===== src/rtl/uart_pkg.sv =====
// Shared definitions for the UART response framer: FSM state encoding,
// default frame start byte and the additive checksum helper.
package uart_pkg;

    typedef enum logic [2:0] {
        S_COLLECT = 3'd0,
        S_HEADER  = 3'd1,
        S_LEN     = 3'd2,
        S_PAYLOAD = 3'd3,
        S_CSUM    = 3'd4
    } state_e;

    localparam logic [7:0] FRAME_HEADER = 8'hAA;

    // Running 8-bit additive checksum step; wraps modulo 256.
    function automatic logic [7:0] csum8(input logic [7:0] acc, input logic [7:0] b);
        return acc + b;
    endfunction

endpackage


===== src/rtl/uart_tx_framer_frame_buf.sv =====
// Payload buffer for the framer: DEPTH x 8 register file with one
// synchronous write port and one combinational read port.
module frame_buf #(
    parameter int DEPTH = 16,
    parameter int AW    = 4
) (
    input  logic          clk_i,
    input  logic          wr_en_i,
    input  logic [AW-1:0] wr_addr_i,
    input  logic [7:0]    wr_data_i,
    input  logic [AW-1:0] rd_addr_i,
    output logic [7:0]    rd_data_o
);

    logic [7:0] mem_q [DEPTH];

    always_ff @(posedge clk_i) begin
        if (wr_en_i) begin
            mem_q[wr_addr_i] <= wr_data_i;
        end
    end

    assign rd_data_o = mem_q[rd_addr_i];

endmodule


===== src/rtl/uart_tx_framer.sv =====
// Collects one response payload, then emits HEADER, length, payload and
// checksum bytes to the UART transmitter over a valid/ready byte interface.
module uart_tx_framer
    import uart_pkg::*;
#(
    parameter int         MAX_LEN = 16,
    parameter logic [7:0] HEADER  = FRAME_HEADER
) (
    input  logic       clk,
    input  logic       rst,
    input  logic [7:0] in_data,
    input  logic       in_valid,
    input  logic       in_last,
    output logic       in_ready,
    output logic [7:0] tx_data,
    output logic       tx_data_valid,
    input  logic       tx_data_ready,
    output logic       busy,
    output logic       frame_done,
    output logic       ovf_err,
    output logic [2:0] dbg_state
);

    // Handshake: a byte moves on every clock edge where tx_data_valid is 1.
    // tx_data_valid only rises while the transmitter reports ready, and
    // in_ready is high exactly while payload is being collected.

    localparam int CW = $clog2(MAX_LEN + 1);
    localparam int AW = (MAX_LEN > 1) ? $clog2(MAX_LEN) : 1;
    localparam logic [CW-1:0] MAX_CNT = CW'(MAX_LEN);
    localparam logic [CW-1:0] ONE     = CW'(1);

    state_e        state_q, state_d;
    logic [CW-1:0] count_q, count_d;
    logic [CW-1:0] rd_ptr_q, rd_ptr_d;
    logic [7:0]    sum_q, sum_d;
    logic          ovf_seen_q, ovf_seen_d;
    logic          frame_done_q, frame_done_d;

    logic          accept;
    logic          room;
    logic          drop;
    logic          handoff;
    logic [7:0]    rd_data;

    assign accept  = (state_q == S_COLLECT) && in_valid;
    assign room    = (count_q < MAX_CNT);
    assign drop    = accept && !room;
    assign handoff = tx_data_valid;

    frame_buf #(
        .DEPTH (MAX_LEN),
        .AW    (AW)
    ) u_buf (
        .clk_i     (clk),
        .wr_en_i   (accept && room),
        .wr_addr_i (count_q[AW-1:0]),
        .wr_data_i (in_data),
        .rd_addr_i (rd_ptr_q[AW-1:0]),
        .rd_data_o (rd_data)
    );

    always_comb begin
        state_d      = state_q;
        count_d      = count_q;
        rd_ptr_d     = rd_ptr_q;
        sum_d        = sum_q;
        ovf_seen_d   = ovf_seen_q;
        frame_done_d = 1'b0;
        unique case (state_q)
            S_COLLECT: begin
                if (accept) begin
                    if (room) begin
                        count_d = count_q + ONE;
                        sum_d   = csum8(sum_q, in_data);
                    end else begin
                        ovf_seen_d = 1'b1;
                    end
                    // A dropped last byte still closes the frame.
                    if (in_last) begin
                        state_d = S_HEADER;
                    end
                end
            end
            S_HEADER: if (handoff) state_d = S_LEN;
            S_LEN:    if (handoff) state_d = S_PAYLOAD;
            S_PAYLOAD: begin
                if (handoff) begin
                    rd_ptr_d = rd_ptr_q + ONE;
                    if (rd_ptr_q == count_q - ONE) begin
                        state_d = S_CSUM;
                    end
                end
            end
            S_CSUM: begin
                if (handoff) begin
                    state_d      = S_COLLECT;
                    count_d      = '0;
                    rd_ptr_d     = '0;
                    sum_d        = '0;
                    ovf_seen_d   = 1'b0;
                    frame_done_d = 1'b1;
                end
            end
            default: state_d = S_COLLECT;
        endcase
    end

    always_ff @(posedge clk) begin
        if (rst) begin
            state_q      <= S_COLLECT;
            count_q      <= '0;
            rd_ptr_q     <= '0;
            sum_q        <= '0;
            ovf_seen_q   <= 1'b0;
            frame_done_q <= 1'b0;
        end else begin
            state_q      <= state_d;
            count_q      <= count_d;
            rd_ptr_q     <= rd_ptr_d;
            sum_q        <= sum_d;
            ovf_seen_q   <= ovf_seen_d;
            frame_done_q <= frame_done_d;
        end
    end

    always_comb begin
        tx_data = HEADER;
        unique case (state_q)
            S_LEN:     tx_data = 8'(count_q);
            S_PAYLOAD: tx_data = rd_data;
            S_CSUM:    tx_data = csum8(8'(count_q), sum_q);
            default:   tx_data = HEADER;
        endcase
    end

    assign tx_data_valid = (state_q != S_COLLECT) && tx_data_ready && !rst;
    assign in_ready      = (state_q == S_COLLECT);
    assign busy          = (state_q != S_COLLECT);
    assign frame_done    = frame_done_q;
    assign ovf_err       = drop && !ovf_seen_q && !rst;
    assign dbg_state     = state_q;

endmodule


===== config.mk =====
export PLATFORM = sky130hd
export DESIGN_NAME = uart_tx_framer
export DESIGN_NICKNAME = d
export VERILOG_FILES = /design/src/rtl/uart_pkg.sv /design/src/rtl/uart_tx_framer_frame_buf.sv /design/src/rtl/uart_tx_framer.sv
export SDC_FILE = /design/constraint.sdc
export NUM_CORES = 1
export LEC_CHECK = 0
export BUFFER_PORTS_ARGS = -buffer_cell sky130_fd_sc_hd__buf_2
export CORE_ASPECT_RATIO = 1.5
export CORE_MARGIN = 2
export CORE_UTILIZATION = 61
export DETAILED_ROUTE_END_ITERATION = 10
export PLACE_DENSITY = 0.79
export SETUP_SLACK_MARGIN = 0.05
export SYNTH_ARGS = -nofsm -noshare
export SYNTH_HDL_FRONTEND = slang
export SYNTH_SLANG_ARGS = --single-unit

===== constraint.sdc =====
create_clock -name clk -period 2.82 [get_ports clk]
set_input_delay 0 -clock clk [delete_from_list [all_inputs] [get_ports clk]]
set_output_delay 0 -clock clk [all_outputs]
set_load 0.005 [all_outputs]

; After elaboration in Yosys (flattened, before gate mapping)
; Memories as Yosys holds them, arrays and structs flattened. A register that Yosys moved wholly into a read port is not among the register bits.
; Index checks and enable logic that the tools add are counted.
[word_totals]
latch_bits = 0
mem_bits_rw = 128
mem_bits_ro = 0
output_inout_bits = 16
memories = 1
ff_bits = 23
[classes]
magnitude_cmp = 1
mux = 28
n_addsub = 5
n_shift = 0
n_bitwise = 1
div = 0
reduce_logical = 19
n_mul = 0
n_eq_ne = 14
[memory_table]
columns = memory, words, word_bits, read_ports, rd_clocked_by_memory_dff, wr, line_no
row1 = u_buf.mem_q, 16, 8, 1, 1, 1, uart_tx_framer_frame_buf.sv:15  ; logic [7:0] mem_q [DEPTH];
[ops]
columns = operator, n
row1 = $mux 8, 3
row2 = $pmux 8 s3, 1
row3 = $mux 3, 7
row4 = $mux 5, 4
row5 = $pmux 5 s2, 2
row6 = $pmux 8 s2, 1
row7 = $pmux 3 s5, 1
row8 = $ne 2x2->1 const B, 7
row9 = $add 5x1->5 const B, 2
row10 = $add 5x8->8, 1
row11 = $add 8x8->8, 1
row12 = $mux 4, 2
row13 = $reduce_and 4->1, 2
row14 = $logic_and 1x1->1, 7
row15 = $reduce_and 7->1, 1
row16 = $eq 3x2->1 const B, 2
row17 = $mux 1, 6
row18 = $eq 5x5->1, 1
row19 = $lt 5x5->1 const B, 1
row20 = $sub 5x1->5 const B, 1
row21 = $ne 2x1->1 const B, 2
row22 = $reduce_bool 2->1, 2
row23 = $eq 3x1->1 const B, 1
row24 = $eq 3x3->1 const B, 1
row25 = other kinds (7), 9

; Depth between registers and ports, before layout
[logic_depth]
ltp_word = 7
mapped_depth = 8
ltp_nobuf = 8

; By module
; From an unflattened synthesis, not the netlist that was laid out.
[unflattened]
cells_unflattened = 435
hier_area_um2 = 6835.3
[modules_own_cells]
columns = mod, n_inst, cells_each, seq_area_each_um2, area_each_um2
row1 = frame_buf, 1, 221, 3843.7, 4987.3
row2 = uart_tx_framer, 1, 214, 460.4, 1848.0

; Worst setup path after synthesis
; No wires, ideal clock.
[synth_timing]
kind = reg2reg
startpoint = reg state_q[1], in the netlist dbg_state[1]
endpoint = mem u_buf.mem_q[11][0], enable pin
path_stages_with_launch = 5
period_less_slack_ps = 2254
arrival_ps = 1859
slack_ps = 566
required_ps = 2425
path_cell_list = dfxtp_1 buf_2 nor3_2 nand3b_1 nor4_1
[synth_via]
elab_chain_len = 5
[synth_rtl]
columns = element, line_no
row1 = from (decl), uart_tx_framer.sv:33  ; state_e state_q, state_d;
row2 = from (signal assigned), uart_tx_framer.sv:118  ; state_q <= state_d;
row3 = $logic_not 3->1, -
row4 = net in_ready, uart_tx_framer.sv:14  ; output logic in_ready,
row5 = $logic_and 1x1->1, uart_tx_framer.sv:46  ; assign accept = (state_q == S_COLLECT) && in_valid;
row6 = $logic_and 1x1->1, uart_tx_framer.sv:56  ; .wr_en_i (accept && room),
row7 = $mux 1, uart_tx_framer_frame_buf.sv:18  ; if (wr_en_i) begin
row8 = $mux 1 (implied by the code), uart_tx_framer_frame_buf.sv:19  ; mem_q[wr_addr_i] <= wr_data_i;
row9 = to (decl), uart_tx_framer_frame_buf.sv:15
; The timed path passes the listed nets, and every way through them passes these cells.

; Worst setup path after layout
[layout_timing]
startpoint = reg count_q[1]
endpoint = out tx_data[4]
[layout_via]
elab_chain_len = 2
[layout_rtl]
columns = element, line_no
row1 = from (decl), uart_tx_framer.sv:34  ; logic [CW-1:0] count_q, count_d;
row2 = from (signal assigned), uart_tx_framer.sv:119  ; count_q <= count_d;
row3 = $add 5x8->8, uart_pkg.sv:17  ; return acc + b;
row4 = $pmux 8 s3, uart_tx_framer.sv:129  ; unique case (state_q)
row5 = to (decl), uart_tx_framer.sv:15  ; output logic [7:0] tx_data,
; Every way passes these cells.

==> impl_metrics.csv <==
group,metric,value,unit
timing,fin_skew,0.0114,ns
global_routing,grt_use_total,0.271,
yosys,synth_cells,462,
setup_path,crit_type,"flop to primary output",
setup_path,r2r_cells,7,
drt,drc,0,
power,powerDensity,715,mW/mm^2
power,seqPwrFrac,0.469,
drt,wirelength,15800,um
clock_tree,htreeDepth,4,
power,clockPowerShare,0.402,
yosys,netlist.area_leader.share,0.550,
hold_path,hold_class,"input pin to flop",
clock_tree,clkSinkCount,155,
hold_path,hp-start,"in_data[3]",
timing,grt_setup_unrepaired,"false",
setup_path,crit_path_end_kind,"primary output",
yosys,ys_warn_count,0,
setup_path,worstPathRequired,2.82,ns
placed_design,dp_hpwl,10800,um
hold_path,min_to,"u_buf.mem_q[15][3]$_DFFE_PP_",
timing,report.final.setup_viol,0,
clock_tree,clock_latency,0.41,ns
clock_tree,clkSlewWorstSetupHoldPaths,0.06,ns
placed_design,place_area,0.00732,mm^2
placed_design,gp_congestion,0.931,
hold_path,hold-path-cell-count,1,
drt,wl_per_cell,23.8,um
floorplanning,die_w,91.4,um
yosys,ys_seq_area_frac,0.627,
clock_tree,tritoncts,"yes",
setup_path,crit_path_start_kind,"flop",
global_routing,grt_pass1_vias,4336,
drt,detail-route-antenna-nets,0,
yosys,async_flop_share,0,
yosys,ys.flop_type,"edfxtp_1",
floorplanning,core_region_area,0.0111,mm^2
placed_design,port_buffers,28,
yosys,ys_ff_latch,155,
drt,via_count,4336,
setup_path,r2r-start,"count_q[1]$_SDFFE_PP0P_",
power,combPwrFrac,0.129,
clock_tree,cts_buffers,17,
floorplanning,die_y,135,um
layout,layout_common_cells,"128 x edfxtp_1, 36 x nor2_1, 28 x buf_2",
power,power.switching,1410,uW
layout,drive_gt1_frac,0.200,
power,p_leak,0.00274,uW
clock_tree,ctsRootBufferMaster,"clkbuf_16",
drt,drtIter0Drc,346,
timing,slew_viol_final,0,
timing,whs,0.0157,ns
layout,fin_nets,538,
layout,antenna_cells,0,
drt,dr.pass1.iters,7,
yosys,synth_cell_types,58,
timing,period_minus_slack,2.55,ns
floorplanning,die_area,0.0124,mm^2
setup_path,ff2ff_setup_slack,0.59,ns
timing,fin_setup_tns,0,ns
setup_path,r2r-end,"dbg_state[0]$_SDFFE_PP0P_",
global_routing,grt_pass1_wl,24300,um
job,maxCapViolations,0,
setup_path,cp.arrival,2.55,ns
global_routing,overflow,0,
clock_tree,post_cts_buffers,0,
global_routing,grt_max_degree,23,
timing,relSlewSlack,0.599,
yosys,synthTopCellsByArea,"edfxtp_1 55%, dfxtp_1 7.7%, mux4_2 6.1%",
timing,max_freq,392,MHz
yosys,synth_nets,494,
power,sw_frac_of_total,0.247,
timing,worstMarginPinSlew,0.600,ns
floorplanning,ioPinCount,29,
layout,area_growth,13.8,%
yosys,synth_edf_count,128,
drt,viasPerCell,6.51,
floorplanning,start_util,0.629,
layout,fin_area,0.00796,mm^2
power,vdd_ir_drop_max,0.000367,V
yosys,avgSynthCellArea,15.1,um^2
global_routing,antenna_found_initial,0,
run_status,status,"complete, no violations",
power,power.internal,4290,uW
timing,finalHoldViolCount,0,
clock_tree,clockBufferDepth,2,
floorplanning,row_count,47,
setup_path,cp_max_fo,7,
power,p_total,5690,uW
yosys,synth.cell_area,0.00699,mm^2
yosys,synth_largest_area_cell,"edfxtp_1",
timing,period_share,0.904,
layout,layout_commonest_cell,"edfxtp_1",
[worst max path at each step]
stage	startpoint	to	slack, ns	cells after the start
finish	count_q[1]$_SDFFE_PP0P_	tx_data[4]	0.27	8
global placement	dbg_state[2]$_SDFFE_PP0P_	u_buf.mem_q[12][6]$_DFFE_PP_	0.72	4
detailed placement	count_q[0]$_SDFFE_PP0P_	dbg_state[0]$_SDFFE_PP0P_	0.60	7
global route	count_q[1]$_SDFFE_PP0P_	tx_data[4]	0.09	8
floorplan	dbg_state[1]$_SDFFE_PP0P_	u_buf.mem_q[11][0]$_DFFE_PP_	0.57	4
CTS	count_q[0]$_SDFFE_PP0P_	tx_data[4]	0.23	9
[critical path, cell delays in order, from the launching register on]
cell and delay (ns):
dfxtp_1 0.47, inv_1 0.17, fa_1 0.48, nor2b_1 0.12, o21ai_0 0.10, nor3b_1 0.16
o41a_1 0.30, o221ai_1 0.19, buf_2 0.15
[Yosys cell counts (4+ instances only)]
cell / number
a21o_1: 5
a21oi_1: 13
a22oi_1: 6
a31oi_1: 4
and2_1: 11
and3_1: 6
buf_2: 7
clkbuf_1: 9
dfxtp_1: 27
edfxtp_1: 128
ha_1: 17
inv_1: 13
mux2_2: 4
mux2i_1: 15
mux4_1: 12
mux4_2: 19
nand2_1: 15
nand3_1: 7
nand3b_1: 4
nand4_1: 4
nor2_1: 36
nor3_1: 8
o21a_1: 4
o21ai_0: 15
or3_1: 7
xnor2_1: 9
xor2_1: 4
[logic make-up (layout without fill, tap and decap cells)]
kind of cell	count (synthesis)	after routing	share of synthesized area
xor+xnor	14	14	0.0195
buf+inv	35	92	0.0238
compound gates	74	74	0.0735
simple gates	115	115	0.0859
fa+ha+maj	19	19	0.0361
flops	155	155	0.627
mux	50	50	0.134
[sequential cells by signal, indices dropped and copies added (netlist names), named ones only]
register	flops
u_buf.mem_q	128
sum_q	8
count_q	5
rd_ptr_q	5
dbg_state	3
frame_done	1
ovf_seen_q	1
[power groups by stage]
stage / combinational [uW] / sequential (uW) / clock [uW]
6_report: 737 / 2670 / 2290
5_1_grt: 809 / 2680 / 2400
3_3_place_gp: 695 / 2700 / 0
2_1_floorplan: 510 / 2670 / 0
3_5_place_dp: 722 / 2710 / 0
4_1_cts: 732 / 2660 / 2310
[timing repair]
action | in CTS | in global routing
hold buffers | 4 | 0
gates resized for setup | 0 | 2
setup endpoints to repair | 0 | 1
hold endpoints to repair | 25 | 0
[layout make-up]
| type | instances | area (um^2) |
|---|---|---|
| Tap cell | 147 | 184 |
| Sequential cell | 155 | 4390 |
| Fill cell | 687 | 3150 |
| Timing Repair Buffer | 47 | 293 |
| Inverter | 13 | 48.8 |
| Multi-Input combinational cell | 272 | 2450 |
| Clock inverter | 14 | 171 |
| Clock buffer | 18 | 429 |
[metal layers]
metal	GRT usage	vias to the layer above	share of wire
met2	0.461	196	0.51
li1	-	1913	-
met1	0.315	2181	0.37
met4	0.143	0	0.047
met5	0	-	0
met3	0.0701	46	0.063
[metrics by stage]
stage               setup WS (ns)  cells   util
detailed placement          0.604    630  0.659
global route               0.0937    666  0.716
CTS                         0.233    666  0.716
floorplan                   0.566    462      -
global placement            0.719    630  0.659
finish                      0.270    666  0.716
Power figures use the tool's default switching activity.
